File: src/rtl/spi_slave.sv
// SPI mode-0 responder: samples mosi on sclk rise, shifts miso after sclk fall,
// one-entry tx buffer with ready/load handshake and per-byte rx strobe.
module spi_slave #(
    parameter int DATA_W      = 8,
    parameter int SYNC_STAGES = 0
) (
    input  logic              i_clk,
    input  logic              i_rst_n,
    input  logic              i_cs_n,
    input  logic              i_sclk,
    input  logic              i_mosi,
    output logic              o_miso,
    input  logic [DATA_W-1:0] i_tx_data,
    input  logic              i_tx_load,
    output logic              o_tx_ready,
    output logic [DATA_W-1:0] o_rx_data,
    output logic              o_rx_valid,
    output logic              o_tx_underrun,
    output logic              o_busy
);
    localparam int CNT_W = $clog2(DATA_W + 1);

    localparam logic [1:0] ST_IDLE  = 2'd0;
    localparam logic [1:0] ST_LOAD  = 2'd1;
    localparam logic [1:0] ST_SHIFT = 2'd2;

    logic w_sclk, w_mosi, w_cs_n;

    generate
        if (SYNC_STAGES == 0) begin : g_nosync
            assign w_sclk = i_sclk;
            assign w_mosi = i_mosi;
            assign w_cs_n = i_cs_n;
        end else begin : g_sync
            logic [SYNC_STAGES-1:0] r_sclk_sync, r_mosi_sync, r_cs_sync;
            // cs_n chain resets deselected so a reset release never fakes a frame start
            always_ff @(posedge i_clk or negedge i_rst_n) begin
                if (!i_rst_n) begin
                    r_sclk_sync <= '0;
                    r_mosi_sync <= '0;
                    r_cs_sync   <= '1;
                end else begin
                    r_sclk_sync[0] <= i_sclk;
                    r_mosi_sync[0] <= i_mosi;
                    r_cs_sync[0]   <= i_cs_n;
                    for (int k = 1; k < SYNC_STAGES; k++) begin
                        r_sclk_sync[k] <= r_sclk_sync[k-1];
                        r_mosi_sync[k] <= r_mosi_sync[k-1];
                        r_cs_sync[k]   <= r_cs_sync[k-1];
                    end
                end
            end
            assign w_sclk = r_sclk_sync[SYNC_STAGES-1];
            assign w_mosi = r_mosi_sync[SYNC_STAGES-1];
            assign w_cs_n = r_cs_sync[SYNC_STAGES-1];
        end
    endgenerate

    logic [1:0]        r_state;
    logic              r_sclk_prev;
    logic [CNT_W-1:0]  r_bit_cnt;
    logic [DATA_W-2:0] r_rx_shift;
    logic [DATA_W-1:0] r_tx_shift;
    logic [DATA_W-1:0] r_tx_buf;
    logic              r_tx_full;
    logic              r_frame_done;
    logic [DATA_W-1:0] r_rx_data;
    logic              r_rx_valid;
    logic              r_tx_underrun;
    logic              r_busy;

    logic              w_rise, w_fall, w_take;
    logic [DATA_W-1:0] w_rx_next;

    assign w_rise    = w_sclk & ~r_sclk_prev;
    assign w_fall    = ~w_sclk & r_sclk_prev;
    assign w_take    = (r_state == ST_LOAD) && !w_cs_n;
    assign w_rx_next = {r_rx_shift, w_mosi};

    always_ff @(posedge i_clk or negedge i_rst_n) begin
        if (!i_rst_n) r_sclk_prev <= 1'b0;
        else          r_sclk_prev <= w_sclk;
    end

    // A LOAD sees the buffer's old state, so a same-cycle tx_load waits for the next frame
    always_ff @(posedge i_clk or negedge i_rst_n) begin
        if (!i_rst_n) begin
            r_tx_full <= 1'b0;
            r_tx_buf  <= '0;
        end else if (w_take && r_tx_full) begin
            r_tx_full <= 1'b0;
        end else if (i_tx_load && !r_tx_full) begin
            r_tx_full <= 1'b1;
            r_tx_buf  <= i_tx_data;
        end
    end

    always_ff @(posedge i_clk or negedge i_rst_n) begin
        if (!i_rst_n) begin
            r_state       <= ST_IDLE;
            r_bit_cnt     <= '0;
            r_rx_shift    <= '0;
            r_tx_shift    <= '0;
            r_frame_done  <= 1'b0;
            r_rx_data     <= '0;
            r_rx_valid    <= 1'b0;
            r_tx_underrun <= 1'b0;
            r_busy        <= 1'b0;
        end else begin
            r_rx_valid    <= 1'b0;
            r_tx_underrun <= 1'b0;
            case (r_state)
                ST_IDLE: begin
                    r_tx_shift   <= '0;
                    r_bit_cnt    <= '0;
                    r_busy       <= 1'b0;
                    r_frame_done <= 1'b0;
                    if (!w_cs_n) r_state <= ST_LOAD;
                end
                ST_LOAD: begin
                    if (w_cs_n) begin
                        r_state <= ST_IDLE;
                    end else begin
                        r_tx_shift    <= r_tx_full ? r_tx_buf : '0;
                        r_tx_underrun <= !r_tx_full;
                        r_bit_cnt     <= '0;
                        r_busy        <= 1'b0;
                        r_frame_done  <= 1'b0;
                        r_state       <= ST_SHIFT;
                    end
                end
                ST_SHIFT: begin
                    if (w_cs_n) begin
                        r_state      <= ST_IDLE;
                        r_tx_shift   <= '0;
                        r_bit_cnt    <= '0;
                        r_busy       <= 1'b0;
                        r_frame_done <= 1'b0;
                    end else begin
                        // frame_done gates further rises so bit_cnt stops at DATA_W
                        if (w_rise && !r_frame_done) begin
                            r_rx_shift <= w_rx_next[DATA_W-2:0];
                            r_bit_cnt  <= r_bit_cnt + 1'b1;
                            if (r_bit_cnt == CNT_W'(DATA_W - 1)) begin
                                r_rx_data    <= w_rx_next;
                                r_rx_valid   <= 1'b1;
                                r_frame_done <= 1'b1;
                                r_busy       <= 1'b0;
                            end else begin
                                r_busy <= 1'b1;
                            end
                        end
                        if (w_fall) begin
                            if (r_frame_done) begin
                                r_frame_done <= 1'b0;
                                r_state      <= ST_LOAD;
                            end else begin
                                r_tx_shift <= {r_tx_shift[DATA_W-2:0], 1'b0};
                            end
                        end
                    end
                end
                default: r_state <= ST_IDLE;
            endcase
        end
    end

    assign o_miso        = r_tx_shift[DATA_W-1];
    assign o_tx_ready    = !r_tx_full;
    assign o_rx_data     = r_rx_data;
    assign o_rx_valid    = r_rx_valid;
    assign o_tx_underrun = r_tx_underrun;
    assign o_busy        = r_busy;
endmodule

File: config.mk
export PLATFORM = sky130hd
export DESIGN_NAME = spi_slave
export DESIGN_NICKNAME = d
export VERILOG_FILES = /design/src/rtl/spi_slave.sv
export SDC_FILE = /design/constraint.sdc
export NUM_CORES = 1
export LEC_CHECK = 0
export CAP_MARGIN = 20
export CORE_MARGIN = 2
export CORE_UTILIZATION = 50
export CTS_CLUSTER_DIAMETER = 40
export CTS_CLUSTER_SIZE = 16
export DETAILED_ROUTE_END_ITERATION = 10
export PLACE_DENSITY = 0.78
export SYNTH_ARGS = -nofsm -noshare
export SYNTH_HDL_FRONTEND = slang
export SYNTH_SLANG_ARGS = --single-unit
File: constraint.sdc
create_clock -name i_clk -period 2.4 [get_ports i_clk]
set_clock_uncertainty 0.1 [all_clocks]
set_input_delay 0.48 -clock i_clk [delete_from_list [all_inputs] [get_ports i_clk]]
set_output_delay 0.48 -clock i_clk [all_outputs]
set_load 0.005 [all_outputs]
==> results.toml, run 1 <==
[routing]
firstDrtPassIters = 4
routed_via_density = 5.376
dr_total_vias = 1188
routed_wirelength_mm = 3.427
drc_errors = 0
drt_iter0_drc = 73
wl_per_cell_um = 15.51
ant_nets = 0

[cells_and_area]
post-route-util_pct = 65.87
area_delta_synth_final_pct = 27.62
multi_input_area_um2 = 764.5
antenna_cells = 0
fillCellCount = 288
nets = 191
drive_above_1_share_pct = 30.64
ff_latch_area_um2 = 1076

[synthesis]
ys_seq_area_share_pct = 57.37
syn_area_um2 = 1876
yosysWarnings = 0
ys_ff_latch = 43
syn-instance-count = 134
syn-num-nets = 153
synth_cell_types = 33
syn_avg_cell_area_um2 = 14.00

[grt]
grt_max_degree = 19
grt_pass1_wl_mm = 5.934
use_met3_pct = 5.137
met2_usage_pct = 32.02
grt_util_met1_pct = 21.58
grt_pass1_vias = 1306
grt.busiest_layer = "met2"
grt_remaining_overflow = 0
gr-usage-all-layers_pct = 18.81
antenna_found_initial = 0

[power]
ir_worst_vdd_uv = 776.5
swShare_pct = 27.60
switchingPower_mw = 0.6203
p_comb_share_pct = 26.4
p_clk_share_pct = 29.5
leakage_nw = 1.122
powerDensity_nw_per_um2 = 939.0
p_int_mw = 1.627
seq_power_share_pct = 44.1

[sta]
period_share_pct = 84.06
setup_tns_ps = 0
setup_ws_ps = 382.5
slew_headroom_pct = 70.27
rsz0062_at_grt = "false"
fmaxAchievable_mhz = 495.7
hold_viol_final = 0
tightest_slew_ps = 442.5
drv_slew = 0
period_needed_ps = 2018
setup_violations = 0

[hold_path]
hp-start = "r_tx_shift[6]$_DFFE_PN0P_"
holdCritPathClass = "register to register"

[clock_network]
clock_sinks = 43
htree_num_levels = 2
cts_root_buf = "clkbuf_8"
cts_max_path_buffers = 2
clkLatencyLatePin_ps = 300
ctsResizeCount = 0
path_clk_slew_ps = 80
cts_inserted_buffers = 5
cts_tree = "built"

[critical_path]
max_stage_delay_ps = 470
critPathSlowestCell = "clkdlybuf4s50_1"
cp.arrival_ps = 2100
cp-end-kind = "register"
rr_startpoint = "r_state[0]$_DFFE_PN0P_"
crit_type = "input pin to register"
path_delay_family = "simple AND/OR/NAND/NOR gates"
crit_buf_inv = 2
worstSetupStartpointType = "input pin"
crit_path_max_fanout = 10
worstPathRequired_ps = 2490
startpoint = "i_sclk"
worstPathCellList = "clkdlybuf4s50_1 > or3b_4 > nor3_4 > buf_12 > mux2_2"

[die]
fp-row-count = 22
chipWidth_um = 65.25
die_h_um = 65.25
io_pins = 27
dieArea_um2 = 4257
start_util_pct = 51.62
core_um2 = 3633

[placement]
pre_cts_ws_ps = 74.82
io_buffers = 26
hpwl_mm = 2.548
place_congestion = 0.7992

[flow_run]
maxCapViolations = 0

[outcome]
outcome = "finished clean"
## power groups by stage
stage                     logic [mW]  clock network (mW)  registers, mW
after floorplan                0.418                   0          0.967
after global placement         0.567                   0          0.993
after detailed placement       0.594                   0           1.01
after CTS                      0.600               0.675          0.993
after global routing           0.658               0.711           1.01
final                          0.594               0.662          0.991
## final cells by class
type,instances,area share [%]
clock inverters,3,2.823
inverters,5,0.7841
well taps,48,2.509
repair buffers,35,14.11
flip-flops and latches,43,44.96
multi-input cells,82,31.94
clock buffers,5,2.875
## cell usage after synthesis (all sizes together)
cell,number,area (um2)
a22o,11,97.59
nand3,1,5.000
nand2b,2,12.51
mux2,31,349.1
a21o,2,15.01
clkbuf,2,7.510
and2b,1,8.760
inv,5,18.77
o21ai,2,10.01
ha,5,62.56
dfrtp,43,1076
or3,1,6.260
nor3b,1,7.510
nor2b,2,12.51
a211oi,1,7.510
nor3,2,21.27
a21oi,1,5.000
nor2,2,7.510
o211ai,2,20.02
o21bai,1,7.510
nand3b,3,22.52
or3b,1,11.26
a311o,1,10.01
and3,1,6.260
and3b,1,8.760
o311ai,1,8.760
buf,2,8.750
mux2i,3,30.03
nand2,3,11.26
## cells in the final DEF (no fill, tap or decap), types with 2 or more instances in the layout
master / Yosys / routed
nor2b_1: 2 / 2
ha_1: 5 / 5
bufinv_16: 0 / 2
mux2_2: 31 / 31
o21ai_0: 2 / 2
nand3b_1: 3 / 3
a22o_1: 10 / 10
mux2i_1: 3 / 3
nand2_1: 3 / 3
nor2_1: 2 / 2
clkdlybuf4s50_1: 0 / 25
inv_1: 5 / 5
dfrtp_1: 43 / 43
buf_4: 0 / 7
nand2b_1: 2 / 2
a21o_1: 2 / 2
clkbuf_8: 0 / 5
## timing repair
item,CTS,global route
hold endpoints to repair,12,0
hold buffers,1,0
setup endpoints to repair,0,0
buffers inserted,0,0
## cells by family after synthesis
family,Yosys count,synth area share [%]
multiplexers,34,20.21
flip-flops,43,57.37
AND/OR/NAND/NOR,21,7.539
adder cells (fa/ha/maj),5,3.336
buffers and inverters,9,1.868
AO/OA/AOI/OAI,22,9.673
## sequential cells by signal, summed over array words and instances (netlist names)
| signal | cells |
|---|---|
| r_rx_shift | 7 |
| o_rx_valid | 1 |
| r_tx_full | 1 |
| o_busy | 1 |
| r_tx_buf | 8 |
| r_state | 2 |
| r_sclk_prev | 1 |
| r_frame_done | 1 |
| o_rx_data | 8 |
| r_tx_shift | 8 |
| r_bit_cnt | 4 |
| o_tx_underrun | 1 |
## per-stage QoR
step | cells | area (um2) | power, mW | hold slack (ps)
CTS | 221 | 2394 | 2.268 | 411.6
global route | 221 | 2394 | 2.380 | 436.4
finish | 221 | 2394 | 2.248 | 410.8
global placement | 212 | 2247 | 1.560 | 289.6
floorplan | 134 | 1876 | 1.386 | 84.41
detailed placement | 212 | 2247 | 1.602 | 294.7
## final timing paths
| kind | to | cells past startpoint | slack [ps] |
|---|---|---|---|
| min in group asynchronous | o_busy$_DFFE_PN0P_ | 2 | 500 |
| max | o_rx_data[3]$_DFFE_PN0P_ | 5 | 380 |
| max reg2reg | o_rx_data[3]$_DFFE_PN0P_ | 6 | 470 |
| max in group asynchronous | r_tx_shift[4]$_DFFE_PN0P_ | 3 | 1150 |
| min | r_tx_shift[6]$_DFFE_PN0P_ | 1 | 410 |
| min reg2reg | r_tx_shift[6]$_DFFE_PN0P_ | 1 | 410 |
## metal layers
| metal | vias to the layer above | wire (um) |
|---|---|---|
| li1 | 562 | - |
| met1 | 608 | 1416 |
| met2 | 13 | 1848 |
| met3 | 5 | 80 |
| met4 | 0 | 81 |
| met5 | - | 0 |
(Power assumes the default switching activity.)
==> run 2, diff against run 1 <==
- CORE_UTILIZATION: 50 -> 48
- PLACE_DENSITY: 0.78 -> 0.79
- clock period: 2.4 -> 1.8 ns (I/O delays scaled with it)
==> run 2 against run 1 <==
Compared with the run above:
- the flow now finishes with violations (negative setup slack)
- global-route usage grew 1.1 points
- critical endpoint is now o_rx_data[0]$_DFFE_PN0P_
- critical path type is now register to register
- design area rose by 7.7%
- wire length grew 11%
- die area increased by 3.9%
- worst hold slack worse by 380 ps
- count of clock-buffer cells in the layout up 1
- clock power is 16% higher
- register-to-register slack got worse by 490 ps
- sequential share of layout area fell by 3.2 points
- total power rose by 37%
==> results.toml, run 2 (synthesized netlist as in run 1, its figures left out) <==
[power]
p_int_mw = 2.198
swShare_pct = 28.67
ir_worst_vdd_uv = 606.1
p_clk_share_pct = 25.0
p_comb_share_pct = 31.9
switchingPower_mw = 0.8833
leakage_nw = 1.240
powerDensity_nw_per_um2 = 1195
seq_power_share_pct = 43.1

[die]
die_h_um = 66.51
start_util_pct = 50.47
core_um2 = 3716
chipWidth_um = 66.51
fp-row-count = 22
io_pins = 27
dieArea_um2 = 4424

[sta]
setup_violations = 3
slew_headroom_pct = 65.26
drv_slew = 0
tightest_slew_ps = 521.0
setup_ws_ps = -20.56
period_needed_ps = 1821
period_share_pct = 101.1
hold_viol_final = 0
fin_hold_ws_ps = 26.16
rsz0062_at_grt = "true"
fmaxAchievable_mhz = 549.3

[hold_path]
holdCritPathClass = "input pin to async pin"

[critical_path]
crit_buf_inv = 1
worstPathRequired_ps = 1880
cp.arrival_ps = 1900
max_stage_delay_ps = 420
crit_path_max_fanout = 5
path_delay_family = "simple AND/OR/NAND/NOR gates"
cp-end-kind = "register"
worstPathCellList = "or3b_4 > nor3_4 > clkbuf_16 > mux2_4"
crit_type = "register to register"
worstSetupStartpointType = "register"
critPathSlowestCell = "or3b_4"

[cells_and_area]
final_cell_mix = "dfrtp_1, clkdlybuf4s50_1, mux2_2"
antenna_cells = 0
postLayoutCellArea_um2 = 2579
drive_above_1_share_pct = 42.39
nets = 202
final_common_cell = "dfrtp_1"
area_delta_synth_final_pct = 37.49

[clock_network]
ctsHoldBuffers = 0
cts_root_buf = "clkbuf_8"
path_clk_slew_ps = 80
cts_max_path_buffers = 2
clkLatencyLatePin_ps = 290
htree_num_levels = 2
cts_tree = "built"
cts_inserted_buffers = 5
clock_sinks = 43

[flow_run]
maxCapViolations = 0

[routing]
routed_wirelength_mm = 3.795
drc_errors = 0
dr_total_vias = 1244
ant_nets = 0
drt_iter0_drc = 69
wl_per_cell_um = 16.36
firstDrtPassIters = 4
routed_via_density = 5.362

[grt]
grt_pass1_wl_mm = 6.506
antenna_found_initial = 0
grt_max_degree = 44
grt_pass1_vias = 1342
gr-usage-all-layers_pct = 19.89
grt_remaining_overflow = 0

[placement]
place_area_um2 = 2300
place_congestion = 0.7825
io_buffers = 26
hpwl_mm = 2.550

[outcome]
violations = "negative setup slack"
outcome = "finished, violations left"
-- run 2: what timing repair did --
| action | 4_1_cts | 5_1_grt |
|---|---|---|
| pin swaps | 2 | 5 |
| setup endpoints to repair | 24 | 27 |
| buffers inserted | 3 | 1 |
| gates resized for setup | 13 | 19 |
| cloned | 1 | 0 |
-- run 2: worst paths after layout --
path / startpoint / to / slack [ps] / depth (start not counted)
setup reg to reg: r_sclk_prev$_DFF_PN0_ / o_rx_data[0]$_DFFE_PN0P_ / -20 / 4
min in group i_clk: i_sclk / r_sclk_prev$_DFF_PN0_ / 350 / 2
max in group asynchronous: i_rst_n / r_tx_full$_DFFE_PN0P_ / 1200 / 2
hold reg to reg: r_tx_full$_DFFE_PN0P_ / o_tx_underrun$_DFF_PN0_ / 400 / 1
hold / removal: i_rst_n / r_frame_done$_DFFE_PN0P_ / 30 / 2
setup / recovery: r_sclk_prev$_DFF_PN0_ / o_rx_data[0]$_DFFE_PN0P_ / -20 / 4
-- run 2: power by group through the flow --
stage	registers, mW	clock network (mW)	logic (mW)
final	1.33	0.771	0.983
after global routing	1.35	0.838	1.07
after CTS	1.32	0.788	0.920
after detailed placement	1.34	0	0.852
after global placement	1.32	0	0.808
after floorplan	1.29	0	0.558
-- run 2: final cells by class --
class                           count  area [um2]
Fill cell                         264        1137
Multi-Input combinational cell     82       860.8
Inverter                            5       18.77
Clock buffer                        6       82.58
Timing Repair Buffer               46       444.2
Tap cell                           48       60.06
Clock inverter                      2       35.03
Sequential cell                    43        1077
-- run 2: layer usage --
metal  GRT usage (%)  up-vias  wire length (um)
met5               0        -                 0
met4           7.653        0                63
met3           4.054        4                73
met2           34.25       19              2075
met1           24.47      635              1582
li1                -      586                 -
-- run 2: stage by stage --
step                      worst slack [ps]  total power [mW]  cells  utilization (%)  setup TNS (ps)
after global placement              -337.6             2.130    219            61.89           -6560
after CTS                           -25.14             3.026    231            67.34          -109.6
after global routing                -73.76             3.259    232            69.39          -396.5
final                               -20.56             3.081    232            69.39          -51.41
after detailed placement            -371.5             2.192    219            61.89           -7743
after floorplan                      5.054             1.848    134                -               0
==> run 3, diff against run 2 <==
- CELL_PAD_IN_SITES_DETAIL_PLACEMENT: default -> 0
- CELL_PAD_IN_SITES_GLOBAL_PLACEMENT: default -> 2
- CORE_UTILIZATION: 48 -> 37
- PLACE_DENSITY: 0.79 -> 0.82
- clock period: 1.8 -> 1.9 ns (I/O delays scaled with it)
==> run 3 against run 2 <==
Compared with the run above:
- the run now ends clean
- total power shrank 9.9%
- clock power shrank 6.4%
- die area grew 28%
- register-to-register slack gained 120 ps
- core utilization shrank 19 points
- highest routed layer unchanged
- cell count grew 6.0%
- sequential share of layout area grew 2.2 points
- largest power group unchanged
- critical path depth grew 2
- via count shrank 2.9%
- non-clock buffer count shrank 5
==> results.toml, run 3 (synthesized netlist as in run 1, its figures left out) <==
[power]
p_int_mw = 2.003
swShare_pct = 27.85
p_comb_share_pct = 29.3
p_clk_share_pct = 26.0
switchingPower_mw = 0.7733
leakage_nw = 1.152
ir_worst_vdd_uv = 620.4
seq_power_share_pct = 44.7
powerDensity_nw_per_um2 = 1135

[routing]
ant_nets = 0
dr_total_vias = 1208
drc_errors = 0
routed_wirelength_mm = 3.424
drt_iter0_drc = 76
firstDrtPassIters = 4
routed_via_density = 4.911
wl_per_cell_um = 13.92

[die]
start_util_pct = 38.94
io_pins = 27
die_h_um = 75.20
fp-row-count = 25
core_um2 = 4817
dieArea_um2 = 5654
chipWidth_um = 75.20

[hold_path]
holdCritPathClass = "input pin to async pin"

[critical_path]
crit_type = "register to register"
rr_startpoint = "r_state[0]$_DFFE_PN0P_"
cp.arrival_ps = 1870
worstPathCellList = "inv_1 > ha_1 > buf_4 > and3b_1 > a22o_1 > mux2_2"
crit_buf_inv = 2
critPathSlowestCell = "dfrtp_1"
path_delay_family = "flip-flops"
timing.rr.end = "r_tx_shift[4]$_DFFE_PN0P_"
reg2reg_depth = 6
worstPathRequired_ps = 1980
crit_path_max_fanout = 7
cp-end-kind = "register"
worstSetupStartpointType = "register"
max_stage_delay_ps = 390
reg2reg_slack_ps = 100

[cells_and_area]
area_delta_synth_final_pct = 30.49
layoutNonFillerInstCount = 246
final_common_cell = "dfrtp_1"
nets = 197
final_cell_mix = "dfrtp_1, mux2_2, clkdlybuf4s50_1"
fillCellCount = 447
ff_latch_area_um2 = 1076
multi_input_area_um2 = 772.0
antenna_cells = 0
drive_above_1_share_pct = 35.20

[sta]
period_needed_ps = 1799
drv_slew = 0
period_share_pct = 94.69
tightest_slew_ps = 542.0
setup_tns_ps = 0
slew_headroom_pct = 63.87
setup_violations = 0
hold_viol_final = 0
rsz0062_at_grt = "false"
fmaxAchievable_mhz = 555.8

[placement]
place_congestion = 0.7299
hpwl_mm = 2.511
io_buffers = 26
place_inst = 238

[flow_run]
maxCapViolations = 0

[grt]
gr-usage-all-layers_pct = 13.44
grt_remaining_overflow = 0
antenna_found_initial = 0
grt_pass1_vias = 1250
grt_max_degree = 44
grt_pass1_wl_mm = 5.775

[outcome]
outcome = "finished clean"

[clock_network]
clkLatencyLatePin_ps = 280
post_cts_buffers = 0
cts_root_buf = "clkbuf_8"
htree_num_levels = 2
cts_tree = "built"
path_clk_slew_ps = 80
clock_sinks = 43
cts_max_path_buffers = 2
cts_inserted_buffers = 5
run 3: layer usage:
| metal | GRT usage (%) | up-vias | share of wire (%) |
|---|---|---|---|
| met4 | 5.263 | 0 | 1.2 |
| met3 | 2.945 | 4 | 3.0 |
| met5 | 0 | - | 0 |
| met2 | 22.12 | 15 | 51 |
| li1 | - | 575 | - |
| met1 | 17.37 | 614 | 45 |
run 3: area by class of cell:
cell class	count	area share (%)
Multi-Input combinational cell	82	31.54
Timing Repair Buffer	41	15.49
Clock buffer	6	3.374
Tap cell	67	3.425
Clock inverter	2	1.431
Sequential cell	43	43.97
Inverter	5	0.7669
run 3: power by group through the flow:
stage | registers, mW | clock network [mW] | logic [mW]
floorplan | 1.22 | 0 | 0.529
detailed placement | 1.26 | 0 | 0.811
global route | 1.27 | 0.782 | 0.901
finish | 1.24 | 0.722 | 0.813
global placement | 1.25 | 0 | 0.770
CTS | 1.24 | 0.742 | 0.813
run 3: worst max-delay path by stage:
stage | slack, ps | endpoint | start | cells after the start
2_1_floorplan | 110 | r_tx_shift[1]$_DFFE_PN0P_ | r_state[0]$_DFFE_PN0P_ | 6
3_3_place_gp | -330 | o_rx_data[2]$_DFFE_PN0P_ | i_sclk | 5
3_5_place_dp | -370 | o_rx_data[7]$_DFFE_PN0P_ | i_sclk | 5
4_1_cts | 10 | o_rx_data[7]$_DFFE_PN0P_ | r_state[0]$_DFFE_PN0P_ | 6
5_1_grt | 9 | r_tx_shift[1]$_DFFE_PN0P_ | r_state[0]$_DFFE_PN0P_ | 6
6_report | 100 | r_tx_shift[4]$_DFFE_PN0P_ | r_state[0]$_DFFE_PN0P_ | 6
run 3: timing repair:
item,4_1_cts,5_1_grt
setup endpoints to repair,8,18
resized for setup,1,3
gates cloned,0,0
hold buffers,0,0
pin swaps,1,0
run 3: stage by stage:
| step | setup slack [ps] | hold slack, ps | power, mW | area [um2] | utilization [%] |
|---|---|---|---|---|---|
| global route | 8.639 | 110.1 | 2.954 | 2447 | 50.81 |
| finish | 100.9 | 57.14 | 2.777 | 2447 | 50.81 |
| CTS | 14.67 | 69.70 | 2.800 | 2440 | 50.65 |
| floorplan | 105.1 | -15.59 | 1.750 | 1876 | - |
| global placement | -330.9 | 372.5 | 2.023 | 2323 | 48.23 |
| detailed placement | -370.0 | 381.4 | 2.075 | 2323 | 48.23 |
